File: src/rtl/player_motion.sv
// player_motion: turns held keycodes into the player box position, jump arc and
// swing strobe, updated once per video frame. Define PLAYER_DOUBLE_JUMP_EN for a mid-air jump.
module player_motion #(
    parameter logic [9:0] X_START      = 10'd100,
    parameter logic [9:0] Y_GROUND     = 10'd360,
    parameter logic [9:0] X_MIN        = 10'd0,
    parameter logic [9:0] X_MAX        = 10'd260,
    parameter logic [9:0] STEP         = 10'd2,
    parameter logic [9:0] JUMP_V       = 10'd12,
    parameter logic [9:0] GRAVITY      = 10'd1,
    parameter logic [3:0] SWING_FRAMES = 4'd8
) (
    input  logic       clk,
    input  logic       Reset,
    input  logic       frame_clk,
    input  logic [7:0] keycode0,
    input  logic [7:0] keycode1,
    output logic [9:0] player_x,
    output logic [9:0] player_y,
    output logic       airborne,
    output logic       swing
);

    localparam logic [7:0] KEY_A  = 8'h04;
    localparam logic [7:0] KEY_D  = 8'h07;
    localparam logic [7:0] KEY_W  = 8'h1A;
    localparam logic [7:0] KEY_SP = 8'h2C;

    typedef enum logic [1:0] {
        GROUND,
        RISE,
        FALL
    } jump_state_t;

    jump_state_t state, state_next;

    logic        frame_clk_d;
    logic        frame_pulse;
    logic        w_prev, sp_prev;
    logic        key_a, key_d, key_w, key_sp;
    logic        w_edge, sp_edge;
    logic [9:0]  vy, vy_next;
    logic [9:0]  x_next, y_next;
    logic [10:0] x_ext, x_low_limit, x_add, y_sum;
    logic [3:0]  swing_cnt, swing_cnt_next;
    logic        swing_next;
    logic        airborne_next;
`ifdef PLAYER_DOUBLE_JUMP_EN
    logic        dj_used, dj_used_next;
`endif

    assign key_a  = (keycode0 == KEY_A)  || (keycode1 == KEY_A);
    assign key_d  = (keycode0 == KEY_D)  || (keycode1 == KEY_D);
    assign key_w  = (keycode0 == KEY_W)  || (keycode1 == KEY_W);
    assign key_sp = (keycode0 == KEY_SP) || (keycode1 == KEY_SP);

    assign w_edge  = key_w  & ~w_prev;
    assign sp_edge = key_sp & ~sp_prev;

    // frame_clk_d only tracks the input, so releasing Reset never fakes a frame edge
    always_ff @(posedge clk) begin
        frame_clk_d <= frame_clk;
        if (Reset)
            frame_pulse <= 1'b0;
        else
            frame_pulse <= frame_clk & ~frame_clk_d;
    end

    always_ff @(posedge clk) begin
        if (Reset)
            state <= GROUND;
        else if (frame_pulse)
            state <= state_next;
    end

    always_comb begin
        state_next = state;
        vy_next    = vy;
        y_next     = player_y;
        y_sum      = '0;
`ifdef PLAYER_DOUBLE_JUMP_EN
        dj_used_next = dj_used;
`endif
        case (state)
            GROUND: begin
                if (w_edge) begin
                    vy_next    = JUMP_V;
                    state_next = RISE;
                end
            end
            RISE: begin
                y_next  = (vy > player_y) ? '0 : player_y - vy;
                vy_next = (vy > GRAVITY) ? vy - GRAVITY : '0;
                if (vy_next == '0)
                    state_next = FALL;
            end
            FALL: begin
                vy_next = vy + GRAVITY;
                y_sum   = {1'b0, player_y} + {1'b0, vy_next};
                if (y_sum >= {1'b0, Y_GROUND}) begin
                    y_next     = Y_GROUND;
                    vy_next    = '0;
                    state_next = GROUND;
                end else begin
                    y_next = y_sum[9:0];
                end
            end
            default: begin
                state_next = GROUND;
                vy_next    = '0;
            end
        endcase
`ifdef PLAYER_DOUBLE_JUMP_EN
        // The mid-air jump keeps this frame's y step and only replaces the speed
        if (state != GROUND && w_edge && !dj_used) begin
            vy_next      = JUMP_V;
            state_next   = RISE;
            dj_used_next = 1'b1;
        end else if (state == FALL && state_next == GROUND) begin
            dj_used_next = 1'b0;
        end
`endif
    end

    always_comb begin
        x_ext       = {1'b0, player_x};
        x_low_limit = {1'b0, X_MIN} + {1'b0, STEP};
        x_add       = x_ext + {1'b0, STEP};
        x_next      = player_x;
        if (key_a && !key_d) begin
            if (x_ext < x_low_limit)
                x_next = X_MIN;
            else
                x_next = player_x - STEP;
        end else if (key_d && !key_a) begin
            if (x_add > {1'b0, X_MAX})
                x_next = X_MAX;
            else
                x_next = x_add[9:0];
        end

        swing_cnt_next = swing_cnt;
        swing_next     = swing;
        if (swing_cnt != 4'd0) begin
            swing_cnt_next = swing_cnt - 4'd1;
            if (swing_cnt == 4'd1)
                swing_next = 1'b0;
        end else if (sp_edge) begin
            swing_cnt_next = SWING_FRAMES;
            swing_next     = 1'b1;
        end

        airborne_next = (state_next != GROUND);
    end

    always_ff @(posedge clk) begin
        if (Reset) begin
            player_x  <= X_START;
            player_y  <= Y_GROUND;
            vy        <= '0;
            airborne  <= 1'b0;
            swing     <= 1'b0;
            swing_cnt <= '0;
            w_prev    <= 1'b0;
            sp_prev   <= 1'b0;
        end else if (frame_pulse) begin
            player_x  <= x_next;
            player_y  <= y_next;
            vy        <= vy_next;
            airborne  <= airborne_next;
            swing     <= swing_next;
            swing_cnt <= swing_cnt_next;
            w_prev    <= key_w;
            sp_prev   <= key_sp;
        end
    end

`ifdef PLAYER_DOUBLE_JUMP_EN
    always_ff @(posedge clk) begin
        if (Reset)
            dj_used <= 1'b0;
        else if (frame_pulse)
            dj_used <= dj_used_next;
    end
`endif

endmodule

File: config.mk
export PLATFORM = sky130hd
export DESIGN_NAME = player_motion
export DESIGN_NICKNAME = d
export VERILOG_FILES = /design/src/rtl/player_motion.sv
export SDC_FILE = /design/constraint.sdc
export NUM_CORES = 1
export LEC_CHECK = 0
export CAP_MARGIN = 20
export CELL_PAD_IN_SITES_DETAIL_PLACEMENT = 1
export CELL_PAD_IN_SITES_GLOBAL_PLACEMENT = 1
export CORE_ASPECT_RATIO = 0.8
export CORE_MARGIN = 2
export CORE_UTILIZATION = 52
export DETAILED_ROUTE_END_ITERATION = 8
export DONT_BUFFER_PORTS = 1
export GPL_ROUTABILITY_DRIVEN = 1
export PLACE_DENSITY_LB_ADDON = 0.08
export SKIP_LAST_GASP = 1
export SLEW_MARGIN = 10
export SYNTH_ARGS = -nofsm -noshare
export SYNTH_HDL_FRONTEND = slang
export SYNTH_SLANG_ARGS = --single-unit
File: constraint.sdc
create_clock -name clk -period 7.1 [get_ports clk]
set_clock_uncertainty 0.05 [all_clocks]
set_input_delay 1.42 -clock clk [delete_from_list [all_inputs] [get_ports clk]]
set_output_delay 1.42 -clock clk [all_outputs]
set_load 0.01 [all_outputs]
== Word-level counts from Yosys, hierarchy flattened ==
Cells that the tools add are included.

* Flip-flop bits (word level): 42
* Output and inout port bits: 22

* Add/sub/neg operators: 7
* Order comparisons: 5
* Equality and inequality tests: 13
* Muxes and demuxes: 20
* Bitwise gates (word level): 6
* Reductions and logical operators: 20

{| class="wikitable"
|+ Operator list
! cell !! number
|-
| 2-to-1 mux 10 bit || 9
|-
| equality test 8 x 3 -> 1 bit, second input constant || 4
|-
| case mux 10 bit (3 select lines) || 1
|-
| case mux 10 bit (2 select lines) || 1
|-
| equality test 8 x 5 -> 1 bit, second input constant || 2
|-
| equality test 8 x 6 -> 1 bit, second input constant || 2
|-
| adder 10 x 10 -> 11 bit || 1
|-
| adder 10 x 2 -> 11 bit, second input constant || 1
|-
| >= comparator 11 x 9 -> 1 bit, second input constant || 1
|-
| greater-than comparator 11 x 9 -> 1 bit, second input constant || 1
|-
| adder 10 x 1 -> 10 bit, second input constant || 1
|-
| greater-than comparator 10 x 1 -> 1 bit, second input constant || 1
|-
| greater-than comparator 10 bit || 1
|-
| logical NOT 10 bit || 1
|-
| less-than comparator 10 x 2 -> 1 bit, second input constant || 1
|-
| subtractor 10 x 1 -> 10 bit, second input constant || 1
|-
| subtractor 10 bit || 1
|-
| subtractor 10 x 2 -> 10 bit, second input constant || 1
|-
| 2-to-1 mux 4 bit || 2
|-
| AND reduction 2 bit || 4
|-
| nonzero test 2 bit || 4
|-
| 2-to-1 mux 2 bit || 3
|-
| case mux 2 bit (3 select lines) || 1
|-
| equality test 4 x 1 -> 1 bit, second input constant || 1
|-
| 14 further kinds || 25
|}

== Depth between registers and ports, before layout ==
* Word-level depth: 6
* Depth in mapped cells: 15

== Worst setup path before layout ==
No wires, ideal clock.

* Path type: input-to-reg
* Start point: input keycode0[4]
* End point: register player_x[7]
* Arrival: 3.585 ns
* Data required time: 6.938 ns
* Setup slack: 3.353 ns
* Stages on the path: 9
* Path through: or3_1 -> or3_2 -> o32ai_1 -> ha_1 -> clkbuf_1 -> o21ai_2 -> o21ai_0 -> nor2_1 -> a2111oi_1

* Longest elaborated chain between the ends: 6
* Elaborated cells between the ends (all ways): 11
* Those cells by class: eq/ne: 2; mux: 1; reduce/logical: 8

{| class="wikitable"
|+ Ends and longest elaborated chain
! element !! line !! source
|-
| from (decl) || 16 || <nowiki>input logic [7:0] keycode0,</nowiki>
|-
| equality test 8 x 3 -> 1 bit (on tied branches) || 53, 52 ||
|-
| logical OR 1 bit (on tied branches) || 53, 52 ||
|-
| logical NOT 1 bit (on tied branches) || 130, 135 ||
|-
| logical AND 1 bit (on tied branches) || 130, 135 ||
|-
| nonzero test 2 bit (no source line) || -- ||
|-
| AND reduction 2 bit (no source line) || -- ||
|-
| to (signal assigned) || 167 || <nowiki>player_x <= x_next;</nowiki>
|-
| to (decl) || 18 || <nowiki>output logic [9:0] player_x,</nowiki>
|}

Parallel ways exist; a longest one is shown, timed or not.
A chain may end at the register's enable or synchronous reset.

== Worst setup path after layout ==
* Start point: register vy[0]
* End point: register player_y[6]

* Longest elaborated chain between the ends: 5
* Elaborated cells between the ends (all ways): 8
* Those cells by class: add/sub: 3; order compare: 2; mux: 3

{| class="wikitable"
|+ Ends and longest elaborated chain
! element !! line !! source
|-
| from (decl) || 42 || <nowiki>logic [9:0] vy, vy_next;</nowiki>
|-
| from (signal assigned) || 169 || <nowiki>vy <= vy_next;</nowiki>
|-
| adder 10 x 1 -> 10 bit || 98 || <nowiki>vy_next = vy + GRAVITY;</nowiki>
|-
| adder 10 x 10 -> 11 bit || 99 || <nowiki>y_sum = {1'b0, player_y} + {1'b0, vy_next};</nowiki>
|-
| >= comparator 11 x 9 -> 1 bit || 100 || <nowiki>if (y_sum >= {1'b0, Y_GROUND}) begin</nowiki>
|-
| 2-to-1 mux 10 bit || 100 ||
|-
| case mux 10 bit (2 select lines) (*) || 84 || <nowiki>case (state)</nowiki>
|-
| to (signal assigned) || 168 || <nowiki>player_y <= y_next;</nowiki>
|-
| to (decl) || 19 || <nowiki>output logic [9:0] player_y,</nowiki>
|}

Mark *: on every way between the ends. The rest lies on a longest branch, timed or not.

==> summary.txt <==
Cells and area
  • Most common cell after layout, fill and taps aside: nor2_1
  • Diode count: 0
  • Fillers: 869
  • Layout cells sized above 1: 6.98%
  • Commonest cells after routing, fill and taps aside: 44 x nor2_1, 41 x dfxtp_1, 36 x a21oi_1
  • Nets@finish: 524
  • Area growth syn-to-layout: 2.76%
  • Post-layout instance area: 0.00387 mm²
  • Final Non-Filler Cells: 560

Detailed routing
  • TritonRoute pass-1 iters: 5
  • # DRC: 0
  • Via count: 3632
  • Final ANT Viol Nets: 0
  • Final wirelength: 11.4 mm
  • Iter 0 DRT Violations: 206
  • DR vias/cell: 6.49
  • Average wire per standard cell: 20.3 µm

Logic synthesis
  • Seq cells post-synth: 41
  • Sequential area share after synthesis: 21.8%
  • Synth Warn #: 0
  • Avg Inst Size Synth: 7.71 µm²
  • Largest area contributor in the netlist: dfxtp_1
  • Post-Syn Nets: 540
  • Post-synth cell types: 78
  • Ys flop type: dfxtp_1
  • Mapped cell area: 0.00376 mm²
  • Post-synth EDFFs: 0
  • Synth Instances: 488
  • Ys async rst share: 0%
  • Synth top area share: 21.8%
  • Area contributors post-synth: dfxtp_1 22%, ha_1 10%, a21oi_1 4.8%

Critical path
  • CP Launch Type: register
  • Worst setup path class: reg2reg
  • Worst flop-to-flop path startpoint: vy[0]
  • R2r setup slk: 2.81 ns
  • Req. time, crit path: 7.25 ns
  • Maximum net fanout on the critical path: 13
  • Crit. End Element: register
  • Worst R2R Path Depth: 12
  • Worst R2R End: player_y[6]
  • Arr. time, crit path: 4.44 ns

Power
  • Lkg Pwr: 1.40 nW
  • Power Dens Cells: 115 mW/mm²
  • Total power: 443 µW
  • Max rail drop VDD: 0.0775 mV

Place
  • Cells after DPL: 552
  • HPWL Detailed: 8.83 mm
  • DP Area: 0.00375 mm²
  • IO Port Bufs: 0
  • RD Place Congestion: 0.923

Floorplan
  • Die Area: 0.00794 mm²
  • Core Region: 0.00696 mm²
  • Initial core utilization: 54.1%
  • Num rows: 27
  • Die H: 80.1 µm
  • Top Ports: 41
  • Die X: 99.1 µm

Timing
  • Final setup fails: 0
  • Setup TNS: 0 ns
  • Worst-margin pin slew: 1.12 ns
  • Fin crit share: 60.4%
  • Crit path time final: 4.29 ns
  • Max transition margin: 24.6%
  • Unrepaired setup endpoints after global routing: false
  • FMAX: 0.233 GHz
  • Slew Limit Fails: 0
  • Final hold slack: 0.343 ns
  • Final count of hold timing violations: 0

GRT
  • Aggregate global routing overflow: 0
  • First-pass GRT wire length: 19.1 mm
  • Largest net degree at the start of global routing: 37
  • GRT Overall Usage: 30.0%
  • Initial antenna violation count: 0
  • Number of global-route vias before repair: 3630

CTS
  • Post-cts gate resize count: 0
  • Cts hold-fix bufs: 0
  • Setup bufs post-CTS: 0
  • Clock transition at path regs: 0.09 ns
  • H-tree depth: 2
  • Num CTS Buffers: 5
  • CTS Sinks: 41
  • Root buffer cell: clkbuf_8
  • CTS Buffer Depth: 2
  • Clock Latency Late Sink: 0.30 ns
  • TritonCTS clock tree: built

Worst hold path
  • Worst hold start: frame_clk_d
  • Hold EP: frame_pulse
  • Hold crit path type: reg2reg
  • Hold depth: 1

Job
  • Max-Cap Viols: 0

Status
  • Status: complete, no violations
==> cell usage after synthesis, types with 4 or more instances <==
library cell  count
nor2_1           44
dfxtp_1          41
a21oi_1          36
nand2_1          35
ha_1             31
inv_1            30
nor3_1           24
o21ai_0          23
a211oi_1         18
clkbuf_1         17
xnor2_1          17
nand3_1          14
a31oi_1          10
nand2b_1          8
o21a_1            7
o31ai_1           7
xor2_1            7
a211o_1           6
a21o_1            6
and2_1            6
nor3b_1           6
or3_1             6
a221oi_1          5
and3_1            5
nor4_1            5
nand4_1           4
==> registers in the layout, summed over array words and instances (netlist names) <==
register     count
frame_clk_d      1
airborne         1
sp_prev          1
player_y        10
player_x         9
state            2
vy              10
swing            1
w_prev           1
swing_cnt        4
frame_pulse      1
==> worst max path at each step <==
stage,end,slack [ns],start,cells past startpoint
finish,player_y[6],2.81,vy[0],12
global route,player_y[5],2.50,vy[0],12
CTS,player_y[6],2.87,vy[0],12
detailed placement,player_y[6],2.90,vy[0],12
global placement,player_y[5],3.11,vy[0],12
floorplan,player_x[7],3.35,keycode0[4],9
==> kinds of logic (layout without fill, tap and decap cells) <==
family / after synthesis / in the layout / share of synthesized area [%]
simple gates: 181 / 181 / 25.6
mux: 2 / 2 / 0.565
compound gates: 152 / 152 / 28.7
other cells: 1 / 1 / 0.0997
flops: 41 / 41 / 21.8
xor+xnor: 24 / 24 / 5.59
buf+inv: 54 / 39 / 6.29
fa+ha+maj: 33 / 33 / 11.4
==> per-layer routing <==
layer | routed length, µm | track usage [%] | vias up | part of all wire [%]
li1 | - | - | 1760 | -
met1 | 5520 | 44.7 | 1755 | 48
met2 | 4990 | 46.5 | 106 | 44
met3 | 780 | 4.35 | 11 | 6.9
met4 | 95 | 5.07 | 0 | 0.83
met5 | 0 | 0 | - | 0
==> cell type report <==
cell class	count	area (µm²)	area share [%]
Sequential cell	41	821	21.2
Multi-Input combinational cell	393	2710	70.0
Inverter	31	116	3.01
Tap cell	87	109	2.82
Clock buffer	5	68.8	1.78
Clock inverter	3	46.3	1.20
==> critical path, cell delays in order, from the launching register on <==
cell	delay [ns]
dfxtp_1	0.61
ha_1	0.31
and3_1	0.25
a31oi_1	0.12
or2_2	0.35
ha_1	0.37
a221oi_1	0.38
a211oi_1	0.12
a211oi_1	0.34
o21ai_2	0.16
nor2_1	0.67
a211oi_1	0.18
a211o_1	0.29
==> metrics by stage <==
step	setup WS [ns]	utilization [%]
after detailed placement	2.90	53.9
after floorplan	3.35	-
after global placement	3.11	53.9
after CTS	2.87	55.6
after global routing	2.50	55.6
final	2.81	55.6
==> where the power goes <==
| group | total (mW) | switching (mW) | leakage [nW] | internal [mW] |
|---|---|---|---|---|
| Sequential | 0.233 | 0.00180 | 0.331 | 0.231 |
| Combinational | 0.0114 | 0.00659 | 1.01 | 0.00478 |
| Clock | 0.199 | 0.0933 | 0.0543 | 0.105 |
| Total | 0.443 | 0.102 | 1.40 | 0.341 |
Power figures use the tool's default switching activity.
